`config.mk`:
```
export PLATFORM = sky130hd
export DESIGN_NAME = jtbubl_gfx_rom_slot
export DESIGN_NICKNAME = d
export VERILOG_FILES = /design/src/rtl/jtbubl_gfx_rom_slot_pkg.sv /design/src/rtl/jtbubl_gfx_rom_slot.sv
export SDC_FILE = /design/constraint.sdc
export NUM_CORES = 1
export LEC_CHECK = 0
export CORE_MARGIN = 2
export CORE_UTILIZATION = 49
export CTS_BUF_LIST = sky130_fd_sc_hd__clkbuf_4 sky130_fd_sc_hd__clkbuf_8
export CTS_CLUSTER_SIZE = 25
export DETAILED_ROUTE_END_ITERATION = 6
export PLACE_DENSITY = 0.82
export SLEW_MARGIN = 20
export SYNTH_ARGS = -nofsm -noshare
export SYNTH_HDL_FRONTEND = slang
export SYNTH_SLANG_ARGS = --single-unit
```
`constraint.sdc`:
```
create_clock -name clk -period 1.63 [get_ports clk]
set_input_delay 0.326 -clock clk [delete_from_list [all_inputs] [get_ports clk]]
set_output_delay 0.326 -clock clk [all_outputs]
set_load 0.01 [all_outputs]
```
`src/rtl/jtbubl_gfx_rom_slot_pkg.sv`:
```
// Shared definitions for the jtbubl SDRAM ROM slots.
// Holds the slot FSM encoding and the address/data widths so that other
// ROM slots of the game top level can reuse them.
package jtbubl_gfx_rom_slot_pkg;

    localparam int unsigned GfxAw   = 19;  // graphics word address width
    localparam int unsigned SdramAw = 22;  // SDRAM word address width
    localparam int unsigned DataW   = 16;  // ROM word width

    typedef enum logic [1:0] {
        StIdle = 2'd0,
        StReq  = 2'd1,
        StWait = 2'd2
    } slot_state_e;

    // Zero-extend a graphics address and add the region base; carry out wraps.
    function automatic logic [SdramAw-1:0] gfx_to_sdram(
        input logic [SdramAw-1:0] base,
        input logic [GfxAw-1:0]   addr
    );
        return base + {{(SdramAw - GfxAw){1'b0}}, addr};
    endfunction

endpackage

```
`src/rtl/jtbubl_gfx_rom_slot.sv`:
```
// Graphics ROM slot: answers 19-bit word fetches from the graphics block out
// of a one-entry tagged buffer and turns every miss into a single read on the
// SDRAM controller port.
//
// Ports:
//   clk, rst_n              - system clock, synchronous active-low reset
//   gfx_cs, gfx_addr        - fetch request and word address
//   gfx_data, gfx_ok        - buffered word, valid for the current address
//   sdram_req, sdram_addr   - read request and latched SDRAM word address
//   sdram_ack               - controller accepted the request
//   data_rdy, data_dst      - read data strobe and "strobe is ours" qualifier
//   sdram_din               - controller read data
module jtbubl_gfx_rom_slot
    import jtbubl_gfx_rom_slot_pkg::*;
#(
    parameter logic [SdramAw-1:0] OFFSET = 22'h0
) (
    input  logic               clk,
    input  logic               rst_n,
    input  logic               gfx_cs,
    input  logic [GfxAw-1:0]   gfx_addr,
    output logic [DataW-1:0]   gfx_data,
    output logic               gfx_ok,
    output logic               sdram_req,
    output logic [SdramAw-1:0] sdram_addr,
    input  logic               sdram_ack,
    input  logic               data_rdy,
    input  logic               data_dst,
    input  logic [DataW-1:0]   sdram_din
);

    slot_state_e        state_q, state_d;
    logic [GfxAw-1:0]   tag_q, tag_d;
    logic [GfxAw-1:0]   req_tag_q, req_tag_d;
    logic               valid_q, valid_d;
    logic [DataW-1:0]   dbuf_q, dbuf_d;
    logic               req_q, req_d;
    logic [SdramAw-1:0] addr_q, addr_d;
    logic               hit;

    assign hit        = valid_q && (tag_q == gfx_addr);
    // Only trust the buffer in IDLE: in REQ/WAIT a refill may be in flight.
    assign gfx_ok     = gfx_cs && hit && (state_q == StIdle);
    assign gfx_data   = dbuf_q;
    assign sdram_req  = req_q;
    assign sdram_addr = addr_q;

    always_comb begin
        state_d   = state_q;
        tag_d     = tag_q;
        req_tag_d = req_tag_q;
        valid_d   = valid_q;
        dbuf_d    = dbuf_q;
        req_d     = req_q;
        addr_d    = addr_q;
        unique case (state_q)
            StIdle: begin
                if (gfx_cs && !hit) begin
                    req_tag_d = gfx_addr;
                    addr_d    = gfx_to_sdram(OFFSET, gfx_addr);
                    req_d     = 1'b1;
                    state_d   = StReq;
                end
            end
            StReq: begin
                if (sdram_ack) begin
                    req_d   = 1'b0;
                    state_d = StWait;
                end
            end
            StWait: begin
                // The word is cached under the requested tag even if the
                // graphics side has moved on; a new address simply misses.
                if (data_rdy && data_dst) begin
                    dbuf_d  = sdram_din;
                    tag_d   = req_tag_q;
                    valid_d = 1'b1;
                    state_d = StIdle;
                end
            end
            default: state_d = StIdle;
        endcase
    end

    always_ff @(posedge clk) begin
        if (!rst_n) begin
            state_q   <= StIdle;
            tag_q     <= '0;
            req_tag_q <= '0;
            valid_q   <= 1'b0;
            dbuf_q    <= '0;
            req_q     <= 1'b0;
            addr_q    <= '0;
        end else begin
            state_q   <= state_d;
            tag_q     <= tag_d;
            req_tag_q <= req_tag_d;
            valid_q   <= valid_d;
            dbuf_q    <= dbuf_d;
            req_q     <= req_d;
            addr_q    <= addr_d;
        end
    end

endmodule
```
==> results.toml <==
[detailed_routing]
drtPass1Iterations = 6
ant_nets = 0
wl_per_cell_um = 19.3
drt_wl_total_um = 9820
vias = 3038
drt_iter0_drc = 423
drcViolationCount = 0
avgViaCountPerCell = 5.98

[worst_setup_path]
cp_max_fo = 2
crit_chain = "xnor2_1 > nand4_1 > nor3_4 > and3_1 > buf_2"
worstPathRequired_ps = 1300
arrival_ps = 1610
setup.worst_path.end_class = "output port"
start_kind = "flop"
critPathBufInv = 1
critPathTopFamily = "simple AND/OR/NAND/NOR gates"
max_stage_delay_ps = 330
r2r-end = "req_tag_q[15]"
r2r_slack_ps = -210
crit_type = "reg2out"
crit_path_top_delay_cell = "dfxtp_1"
ff2ff_path_depth = 9
reg2reg_from = "tag_q[17]"

[global_route]
overflow = 0
grt_max_degree = 41
grt_usage = 0.248
grt_pass1_vias = 2575
antenna_found_initial = 0
grt_first_pass_wirelength_um = 12300

[timing]
maxSlewViolCount = 0
hold_violations = 0
fin_skew_ps = 10.6
setup_slack_ps = -304
grt_setup_unrepaired = "true"
min_period_ps = 1930
fin_crit_sh = 1.19
fmax_mhz = 517
final-setup-viol-count = 23

[synthesis]
muxShareOfSynthArea = 0
netlist_area_mm2 = 0.00280
synth_cell_types = 27
yosys.area_share.xor_xnor = 0.0594
synthArstFlopShare = 0
synth_top_family_by_area = "simple AND/OR/NAND/NOR gates"
synth-simple-area-share = 0.248
synth_edf_count = 0
syn_inst = 337
ys.flop_type = "dfxtp_1"
avgSynthCellArea_um2 = 8.31
ys_warn_count = 0
synth_fa_ha_area_frac = 0
synth-compound-area-share = 0.212
ys_seq_elements = 58
seq_area_frac_synth = 0.415

[layout]
areaGrowthSynthToFinish_pct = 56.1
finalNonFillerCells = 508
diodes = 0
final_common_cell = "nand2_1"
final_util = 0.794
drive_gt1_frac = 0.183
nets = 472
final_cell_mix = "91 x nand2_1, 50 x dfxtp_1, 48 x clkdlybuf4s50_1"

[power]
ir_worst_vdd_uv = 562
power_leakage_uw = 0.00172
total_power_uw = 3570
powerDensity_mw_per_mm2 = 816

[floorplanning]
num_rows = 27
fp.coreArea_mm2 = 0.00551
dieArea_mm2 = 0.00634
die_y_um = 79.6
design.portCount = 81
initial_core_util = 0.509
die_w_um = 79.6

[placement]
dpl.cell_count = 472
gp_congestion = 0.734
dp_hpwl_um = 4640
portBuffers = 77
place_ws_ps = -807

[hold_path]
hold_class = "in2reg"
min_from = "rst_n"
whs_path_depth = 2
min_to = "tag_q[13]"

[clocking]
clk_latency_ps = 340
cts_root_buf = "clkbuf_8"
cts.clk_slew.worst_paths_ps = 70
numCtsBuffers = 9
cts_tree = "built"
clkSinkCount = 58
h-tree-depth = 3
cts_buffer_depth = 2

[run_status]
status = "complete, but fails checks"
violations = "setup timing"

[flow_run]
drv_cap = 0
-- worst reg2reg max path: cells and delay by family (launching register included) --
kind | cells | cell delay (ps)
buf+inv | 4 | 550
simple gates | 2 | 350
flops | 1 | 340
compound gates | 2 | 260
xor+xnor | 1 | 230
-- per-layer routing --
metal	GRT usage	vias up	share of wire
met1	0.328	1450	0.39
met5	0	-	0
met3	0.0475	36	0.084
li1	-	1381	-
met4	0.0948	0	0.030
met2	0.401	171	0.50
-- worst max path at each step --
stage / cells past startpoint / slack, ps / from / to
after detailed placement: 6 / -810 / gfx_addr[1] / gfx_ok
after floorplan: 6 / 8 / gfx_addr[2] / gfx_ok
after CTS: 5 / -240 / tag_q[15] / gfx_ok
after global placement: 6 / -820 / gfx_addr[1] / gfx_ok
after global routing: 5 / -370 / tag_q[2] / gfx_ok
final: 5 / -300 / tag_q[14] / gfx_ok
-- repair_timing --
item / in CTS / in global routing
hold buffers: 0 / 0
endpoints found under the setup margin: 23 / 31
gates cloned: 2 / 7
gates resized for setup: 33 / 38
setup buffers: 1 / 10
pin swaps: 9 / 45
-- registers in the layout (all words and copies together), names as in the netlist --
| register | flops |
|---|---|
| state_q | 2 |
| gfx_data | 16 |
| req_tag_q | 19 |
| tag_q | 19 |
| valid_q | 1 |
| sdram_req | 1 |
-- synthesized netlist by cell type (all sizes together) (2+ instances only) --
| library cell | instances | area, µm² |
|---|---|---|
| nand2 | 92 | 348 |
| dfxtp | 58 | 1160 |
| a21boi | 36 | 270 |
| nand4 | 25 | 156 |
| nand3 | 20 | 100 |
| xnor2 | 19 | 166 |
| o211ai | 18 | 135 |
| o22a | 18 | 158 |
| buf | 17 | 119 |
| clkbuf | 16 | 60.1 |
| nor2 | 3 | 11.3 |
| a31o | 2 | 17.5 |
| and3 | 2 | 12.5 |
| nor2b | 2 | 12.5 |
-- area by class of cell --
type | instances | area (µm²)
clock inverters | 2 | 35.0
clock buffers | 14 | 174
flip-flops and latches | 58 | 1170
multi-input cells | 248 | 1590
repair buffers | 114 | 1320
well taps | 72 | 90.1
fillers | 316 | 1130
-- power by group --
part | leakage [µW] | internal, µW | switching, µW
logic | 0.00114 | 322 | 259
clock network | 0.000111 | 840 | 577
registers | 0.000477 | 1490 | 78.4
-- cells by family (layout without fill, tap and decap cells) --
family / count (synthesis) / count (layout)
AOI/OAI and AO/OA: 76 / 76
xor gates and xnor gates: 19 / 19
buffers and inverters: 33 / 130
DFF: 58 / 58
other: 1 / 3
and+or+nand+nor: 150 / 150
-- stage by stage --
stage | setup TNS (ps) | hold WS [ps] | instance area, µm²
floorplan | 0 | 448 | 2810
global placement | -11250 | 440 | 3650
detailed placement | -11380 | 444 | 3650
CTS | -287 | 346 | 3990
global route | -4050 | 359 | 4370
finish | -2270 | 347 | 4370
Power figures use the tool's default switching activity.
